$ cat src/rtl/fir_pkg.sv
// Shared definitions for the fir block and its output stream buffer.
package fir_pkg;

    localparam int P_DATA_WIDTH = 32;
    localparam int P_LEN_WIDTH  = 16;

    // One buffered stream beat at the default data width.
    typedef struct packed {
        logic                    tlast;
        logic [P_DATA_WIDTH-1:0] tdata;
    } fir_entry_t;

    function automatic int clog2(input int value);
        int result;
        result = 0;
        for (int i = 0; i < 31; i++) begin
            if ((1 << i) < value) begin
                result = i + 1;
            end
        end
        return result;
    endfunction

endpackage

$ cat src/rtl/fir_out_regfile.sv
// Storage array for the output buffer: one synchronous write port, one asynchronous read port.
module fir_out_regfile
    import fir_pkg::*;
#(
    parameter int pDEPTH = 16,
    parameter int pWIDTH = P_DATA_WIDTH + 1,
    localparam int AW    = clog2(pDEPTH)
) (
    input  logic              clk,
    input  logic              wr_en,
    input  logic [AW-1:0]     wr_addr,
    input  logic [pWIDTH-1:0] wr_data,
    input  logic [AW-1:0]     rd_addr,
    output logic [pWIDTH-1:0] rd_data
);

    // Contents are never reset; occupancy tracking decides what is valid.
    logic [pWIDTH-1:0] mem_q [pDEPTH];

    always_ff @(posedge clk) begin
        if (wr_en) begin
            mem_q[wr_addr] <= wr_data;
        end
    end

    assign rd_data = mem_q[rd_addr];

endmodule

$ cat src/rtl/fir_out_buffer.sv
// Elastic AXI-Stream FIFO behind the fir master stream, with per-frame statistics.
module fir_out_buffer
    import fir_pkg::*;
#(
    parameter int pDATA_WIDTH = P_DATA_WIDTH,
    parameter int pDEPTH      = 16,
    parameter int pLEN_WIDTH  = P_LEN_WIDTH
) (
    input  logic                     axis_clk,
    input  logic                     axis_rst,
    input  logic                     s_tvalid,
    output logic                     s_tready,
    input  logic [pDATA_WIDTH-1:0]   s_tdata,
    input  logic                     s_tlast,
    output logic                     m_tvalid,
    input  logic                     m_tready,
    output logic [pDATA_WIDTH-1:0]   m_tdata,
    output logic                     m_tlast,
    output logic [clog2(pDEPTH):0]   level,
    output logic                     frame_done,
    output logic [pLEN_WIDTH-1:0]    frame_cnt,
    output logic [pLEN_WIDTH-1:0]    last_len
);

    localparam int AW = clog2(pDEPTH);
    localparam int LW = AW + 1;
    localparam int EW = pDATA_WIDTH + 1;

    logic [AW-1:0]         wr_ptr_q, wr_ptr_d;
    logic [AW-1:0]         rd_ptr_q, rd_ptr_d;
    logic [LW-1:0]         level_q, level_d;
    logic [pLEN_WIDTH-1:0] beat_cnt_q, beat_cnt_d;
    logic [pLEN_WIDTH-1:0] frame_cnt_q, frame_cnt_d;
    logic [pLEN_WIDTH-1:0] last_len_q, last_len_d;
    logic                  frame_done_q, frame_done_d;

    logic          push;
    logic          pop;
    logic [EW-1:0] rd_entry;

    // Ready depends only on registered occupancy, never on m_tready.
    assign s_tready = (level_q != LW'(pDEPTH)) & ~axis_rst;
    assign m_tvalid = (level_q != '0);
    assign push     = s_tvalid & s_tready;
    assign pop      = m_tvalid & m_tready;

    fir_out_regfile #(
        .pDEPTH (pDEPTH),
        .pWIDTH (EW)
    ) u_regfile (
        .clk     (axis_clk),
        .wr_en   (push),
        .wr_addr (wr_ptr_q),
        .wr_data ({s_tlast, s_tdata}),
        .rd_addr (rd_ptr_q),
        .rd_data (rd_entry)
    );

    assign m_tlast = rd_entry[EW-1];
    assign m_tdata = rd_entry[pDATA_WIDTH-1:0];

    always_comb begin
        wr_ptr_d     = wr_ptr_q;
        rd_ptr_d     = rd_ptr_q;
        level_d      = level_q;
        beat_cnt_d   = beat_cnt_q;
        frame_cnt_d  = frame_cnt_q;
        last_len_d   = last_len_q;
        frame_done_d = 1'b0;

        if (push) begin
            wr_ptr_d = wr_ptr_q + 1'b1;
        end
        if (pop) begin
            rd_ptr_d = rd_ptr_q + 1'b1;
        end

        case ({push, pop})
            2'b10:   level_d = level_q + 1'b1;
            2'b01:   level_d = level_q - 1'b1;
            default: level_d = level_q;
        endcase

        // Beat counting saturates so an endless frame still reports the maximum length.
        if (pop) begin
            if (m_tlast) begin
                last_len_d   = (&beat_cnt_q) ? beat_cnt_q : beat_cnt_q + 1'b1;
                beat_cnt_d   = '0;
                frame_cnt_d  = frame_cnt_q + 1'b1;
                frame_done_d = 1'b1;
            end else if (!(&beat_cnt_q)) begin
                beat_cnt_d = beat_cnt_q + 1'b1;
            end
        end
    end

    always_ff @(posedge axis_clk) begin
        if (axis_rst) begin
            wr_ptr_q     <= '0;
            rd_ptr_q     <= '0;
            level_q      <= '0;
            beat_cnt_q   <= '0;
            frame_cnt_q  <= '0;
            last_len_q   <= '0;
            frame_done_q <= 1'b0;
        end else begin
            wr_ptr_q     <= wr_ptr_d;
            rd_ptr_q     <= rd_ptr_d;
            level_q      <= level_d;
            beat_cnt_q   <= beat_cnt_d;
            frame_cnt_q  <= frame_cnt_d;
            last_len_q   <= last_len_d;
            frame_done_q <= frame_done_d;
        end
    end

    assign level      = level_q;
    assign frame_done = frame_done_q;
    assign frame_cnt  = frame_cnt_q;
    assign last_len   = last_len_q;

endmodule
$ cat config.mk
export PLATFORM = sky130hd
export DESIGN_NAME = fir_out_buffer
export DESIGN_NICKNAME = d
export VERILOG_FILES = /design/src/rtl/fir_pkg.sv /design/src/rtl/fir_out_regfile.sv /design/src/rtl/fir_out_buffer.sv
export SDC_FILE = /design/constraint.sdc
export NUM_CORES = 1
export LEC_CHECK = 0
export CORE_MARGIN = 10
export CORE_UTILIZATION = 60
export CTS_CLUSTER_DIAMETER = 50
export DETAILED_ROUTE_END_ITERATION = 16
export GPL_TIMING_DRIVEN = 0
export HOLD_SLACK_MARGIN = 0.03
export PLACE_DENSITY = 0.77
export RECOVER_POWER = 100
export REMOVE_ABC_BUFFERS = 1
export SETUP_SLACK_MARGIN = 0.3
export SYNTH_ARGS = -nofsm -noshare
export SYNTH_HDL_FRONTEND = slang
export SYNTH_SLANG_ARGS = --single-unit
$ cat constraint.sdc
create_clock -name axis_clk -period 6.25 [get_ports axis_clk]
set_clock_uncertainty 0.2 [all_clocks]
set_input_delay 1.25 -clock axis_clk [delete_from_list [all_inputs] [get_ports axis_clk]]
set_output_delay 1.25 -clock axis_clk [all_outputs]
set_load 0.03 [all_outputs]
==> results.txt, run 1 <==
Worst Path Arrival = 4200 ps
Violated checks = max-capacitance violations, max-slew violations
CP Max Fanout = 43
Vias per cell = 6.41
Post-Layout Inst Area = 26800 um^2
Slew Viols, Final = 251
Main synth FF type = edfxtp_1
DP Area = 25300 um^2
Layout Utilization = 0.707
Peak Freq = 177 MHz
Setup TNS = 0 ps
CP endpoint = m_tdata[27]
Final Non-Filler Cells = 1845
Fill cell total of the finished layout = 2268
Crit Reg-Reg Startpoint = level[2]
Post-synthesis sequential area ratio = 0.744
Setup bufs post-CTS = 0
Yosys top cell by area = edfxtp_1
Post-Route WL = 52300 um
Hold_buf cts = 0
Clock Tree Root = clkbuf_16
Maximum vdd drop = 0.000296 V
Die Span X = 216 um
Endpoints failing setup = 0
Die H = 216 um
Worst slew margin = -0.693
EDFF count, synth = 528
Site row count = 71
CTS tree = built
Status = finished, violations left
Required @ worst endpoint = 4800 ps
Hold Fails Final Rpt = 0
Kind of critical path = reg -> out
Skew-Pair Late Insertion Delay = 600 ps
Synthesized area = 23100 um^2
Vias = 11800
Unrepaired setup endpoints after global routing = false
Hold Path Depth = 2
Die ar. = 46700 um^2
Ys Warns = 0
PD cells = 360 nW/um^2
Maximum root-to-sink buffer count = 3
Dpl hpwl = 28600 um
Share of cells above drive strength 1 = 0.207
I/O pin cnt = 110
Synth Register Bits = 594
Final WS setup = 597 ps
Power Total = 9.64 mW
Area Growth Syn to Fin = 15.9%
Endpoint class of the critical path = output pin
Total Routing Usage GR = 0.229
Port Buffers = 109
Synth async-reset ratio = 0
Placeable core area = 37800 um^2
Pin count of the biggest net entering global routing = 59
Synth top area cells = edfxtp_1 (69%), mux4_2 (16%), dfxtp_1 (5.7%)
Final period util = 0.904
Slew @ Worst Pin = 2530 ps
R2R setup slack = 1430 ps
Global route overflow = 0
DRT antenna net count = 0
Num CTS Buffers = 57
CTS H-tree depth = 2
Reg-to-Reg End = u_regfile.mem_q[13][15]
Clk slew on worst S/H paths = 60 ps
Starting density of the core = 0.610
Fin Hold WS = 257 ps
Top cell type's share of synthesized area = 0.687
Reg2Reg Depth = 5
Cell count after synthesis = 1145
Leak = 8.31 nW
Count leader, synth = edfxtp_1
Min-Delay Path Class = reg -> reg
MaxCap Viol Count = 14
Gp weighted congestion = 0.788
Synth cell count leaders = edfxtp_1 (528), mux4_2 (165), dfxtp_1 (66), nor2_1 (57), clkbuf_1 (43)
Inst Count DP = 1737
FF/Latch Area = 17200 um^2
Antenna violations before repair = 6
DR pass1 iterations = 5
Vias in the first global route = 12600
Avg Inst Size Synth = 20.2 um^2
WL/cell = 28.3 um
Distinct cells, synth = 48
Nets = 1333
Clk sinks = 594
First-pass GRT wire length = 79900 um
Critical Path Start Type = register
DRC viols = 0
Tmin final = 5650 ps
Setup WS pre-CTS = 1230 ps
Multi-input logic area = 5610 um^2
Post-cts sizing count = 0
1st-iter DRT viols = 1181
final cells by class:
cell class                 count  area share
sequential                   594       0.642
tap                          511      0.0239
clock inverter                32     0.00861
multi-input combinational    478       0.210
clock buffer                  73      0.0564
antenna                        3    0.000281
timing repair buffer         146      0.0580
inverter                       8     0.00112
how the worst min path moves through the flow:
stage	to	slack [ps]	start
2_1_floorplan	beat_cnt_q[6]	260	beat_cnt_q[6]
3_3_place_gp	last_len[0]	240	last_len[0]
3_5_place_dp	last_len[0]	250	last_len[0]
4_1_cts	last_len[0]	260	last_len[0]
5_1_grt	last_len[0]	280	last_len[0]
6_report	last_len[0]	260	last_len[0]
critical path, cell delays in order (launching register included):
cell and delay, ps:
dfxtp_2 790, buf_16 340, buf_16 320, buf_16 350, mux4_2 580, mux4_2 470
dlygate4sd3_1 700
placed cells by master, fill, tap and decap left out, drive strengths merged, types with 12 or more instances in the layout:
| cell type | instances |
|---|---|
| clkbuf | 93 |
| xor2 | 20 |
| nand2 | 36 |
| nand4 | 21 |
| dlygate4sd3 | 96 |
| nor2 | 57 |
| dfxtp | 66 |
| buf | 18 |
| nand3 | 13 |
| o21ai | 18 |
| mux4 | 165 |
| clkinv | 22 |
| clkdlybuf4s50 | 12 |
| a21oi | 32 |
| edfxtp | 528 |
flip-flops by register name, summed over array words and instances, names as in the netlist, named ones only:
name / flops
wr_ptr_q: 4
beat_cnt_q: 16
u_regfile.mem_q: 528
frame_done: 1
last_len: 16
rd_ptr_q: 4
frame_cnt: 16
level: 5
per-layer routing:
| layer | up-vias | global-route usage | routed length (um) |
|---|---|---|---|
| met3 | 94 | 0.0525 | 4780 |
| met2 | 602 | 0.375 | 26600 |
| met5 | - | 0 | 27 |
| met4 | 4 | 0.0771 | 1260 |
| li1 | 5024 | - | - |
| met1 | 6103 | 0.300 | 19600 |
logic make-up (layout without fill, tap and decap cells):
| family | Yosys count | count (layout) | share of synthesized area |
|---|---|---|---|
| adder cells (fa/ha/maj) | 11 | 11 | 0.00596 |
| XOR/XNOR | 26 | 26 | 0.00987 |
| multiplexers | 174 | 174 | 0.165 |
| flip-flops | 594 | 594 | 0.744 |
| other | 0 | 3 | 0 |
| AND/OR/NAND/NOR | 189 | 189 | 0.0415 |
| buffers and inverters | 73 | 259 | 0.0129 |
| AO/OA/AOI/OAI | 78 | 78 | 0.0202 |
power breakdown:
part           internal (mW)  switching, mW
Clock                   1.79           1.43
Combinational          0.912          0.997
Sequential              4.41          0.101
Total                   7.11           2.53
Note: power is estimated with default switching activity, not from simulation.
==> run 2, diff against run 1 <==
Settings changed: CORE_MARGIN 10 to 4.
==> run 2 against run 1 <==
Net effect:
- via count increased by 1.1%
- critical path depth decreased by 2
- utilization is 0.66 points higher
- worst hold slack better by 1.7 ps
- die area is 11% lower
- register-to-register slack gained 230 ps
- sequential power hardly changed
- sequential share of layout area is 0.55 points lower
- the flow still finishes with violations (max-capacitance violations, max-slew violations)
- power is 3.0% higher
- sequential cell count unchanged
- critical path type unchanged
==> results.txt, run 2 (synthesis results as in run 1) <==
Fin Hold WS = 258 ps (+1.72 ps)
CTS tree = built
Hold Fails Final Rpt = 0 (unchanged)
Critical path cell sequence = clkbuf_2 -> mux4_2 -> mux4_2 -> dlygate4sd3_1
Vias per cell = 6.48 (+1.0%)
DRC viols = 0 (unchanged)
Kind of critical path = reg -> out
Fill cell total of the finished layout = 2228 (-1.8%)
Hold_buf cts = 0 (unchanged)
Final WS setup = 744 ps (+146 ps)
CP bufs+invs = 2 (-2)
Critical Path Start Type = register
Gp weighted congestion = 0.759 (-3.7%)
1st-iter DRT viols = 1292 (+9.4%)
Setup TNS = 0 ps (unchanged)
Final period util = 0.881 (-0.0234)
Setup WS pre-CTS = 1270 ps (+32.2 ps)
Clk sinks = 594 (unchanged)
I/O pin cnt = 110 (unchanged)
Commonest non-fill, non-tap cell in the layout = edfxtp_1
Required @ worst endpoint = 4800 ps (about the same)
Port Buffers = 109 (unchanged)
Slew Viols, Final = 226 (-10%)
Max FFs per register = 528 (unchanged)
Placeable core area = 37800 um^2 (unchanged)
Dpl hpwl = 27400 um (-4.2%)
MaxCap Viol Count = 14 (unchanged)
Status = finished, violations left
Setup bufs post-CTS = 0 (unchanged)
CP Max Fanout = 30 (-30%)
Most frequent cells in the layout = edfxtp_1 (528), mux4_2 (165), dlygate4sd3_1 (101)
Leak = 8.43 nW (+1.5%)
Global route overflow = 0 (unchanged)
Endpoint class of the critical path = output pin
Antenna violations before repair = 4 (-2)
Maximum vdd drop = 0.000350 V (+19%)
Num CTS Buffers = 59 (+3.5%)
Largest Register = u_regfile.mem_q
DR pass1 iterations = 6 (+1)
Tmin final = 5510 ps (-146 ps)
CP max stage delay = 970 ps (+180 ps)
Die Span X = 204 um (-5.6%)
Violated checks = max-capacitance violations, max-slew violations
Starting density of the core = 0.610 (unchanged)
Unrepaired setup endpoints after global routing = false
Die ar. = 41700 um^2 (-11%)
WL/cell = 28.1 um (-0.91%)
Min-Delay Path Class = reg -> reg
Skew-Pair Late Insertion Delay = 610 ps (about the same)
Maximum root-to-sink buffer count = 3 (unchanged)
Area Growth Syn to Fin = 17.0%
Slew @ Worst Pin = 2540 ps (+13.2 ps)
Total Routing Usage GR = 0.257 (+0.0277)
First-pass GRT wire length = 79300 um (-0.78%)
Die H = 204 um (-5.6%)
Post-Route WL = 51800 um (-0.86%)
Nets = 1334 (+0.075%)
Worst-path cell with the longest stage delay = clkbuf_2
Post-cts sizing count = 0 (unchanged)
Vias = 12000 (+1.1%)
Worst slew margin = -0.702 (-0.00887)
Endpoints failing setup = 0 (unchanged)
PD cells = 368 nW/um^2 (+2.1%)
CTS H-tree depth = 2 (unchanged)
Site row count = 71 (unchanged)
Clock Tree Root = clkbuf_16
Layout Utilization = 0.714 (+0.00658)
Vias in the first global route = 12400 (-0.87%)
Pin count of the biggest net entering global routing = 59 (unchanged)
Crit Reg-Reg Startpoint = level[1]
Hold Path Origin = last_len[4]
Clk slew on worst S/H paths = 60 ps (about the same)
Cell repeated most along the worst path = mux4_2
DRT antenna net count = 0 (unchanged)
Peak Freq = 182 MHz (+2.7%)
CP top delay family = buffers and inverters
Share of cells above drive strength 1 = 0.214 (+0.00719)
Worst Path Arrival = 4060 ps (-140 ps)
## run 2: cell types whose count changed in the layout (fill, tap and decap cells not counted), moves of 3 or more
cell,before,now
clkinv_2,9,12
buf_12,5,13
buf_16,9,6
bufinv_16,2,6
clkinvlp_4,5,0
dlygate4sd3_1,96,101
clkdlybuf4s50_1,12,7
clkbuf_2,6,1
dfxtp_4,0,3
clkbuf_1,29,24
clkbuf_16,58,61
## run 2: layout make-up
| type | instances | area [um^2] | area share |
|---|---|---|---|
| antenna | 2 | 5.00 | 0.000185 |
| clock buffer | 72 | 1580 | 0.0584 |
| clock inverter | 36 | 354 | 0.0131 |
| inverter | 8 | 30.0 | 0.00111 |
| multi-input combinational | 478 | 5610 | 0.208 |
| sequential | 594 | 17200 | 0.637 |
| tap | 511 | 639 | 0.0237 |
| timing repair buffer | 145 | 1600 | 0.0592 |
## run 2: worst paths after layout
| path | end | slack [ps] | depth (start not counted) |
|---|---|---|---|
| min | last_len[4] | 260 | 2 |
| max | m_tdata[26] | 740 | 4 |
| max reg2reg | u_regfile.mem_q[9][4] | 1660 | 5 |
| min reg2reg | last_len[4] | 260 | 2 |
## run 2: per-stage QoR
step | instances | power (mW) | cell area [um^2]
after floorplan | 1080 | 6.06 | 22800
after global placement | 1700 | 6.73 | 24500
after detailed placement | 1736 | 6.55 | 25300
after CTS | 1844 | 10.1 | 27200
after global routing | 1845 | 10.3 | 27000
final | 1846 | 9.94 | 27000
## run 2: worst min-delay path, stage by stage (launching register included)
cell     delay (ps)
dfxtp_1         310
nand2_1          50
a21oi_1          50
## run 2: report_power, final
group          switching (mW)  internal (mW)
logic                   0.984          0.897
registers               0.110           4.41
clock network            1.49           2.05
total                    2.58           7.35
## run 2: routing by layer
layer	GRT usage	routed length, um
met2	0.412	26100
met4	0.0663	981
met5	0	21
met3	0.0513	3930
met1	0.372	20800
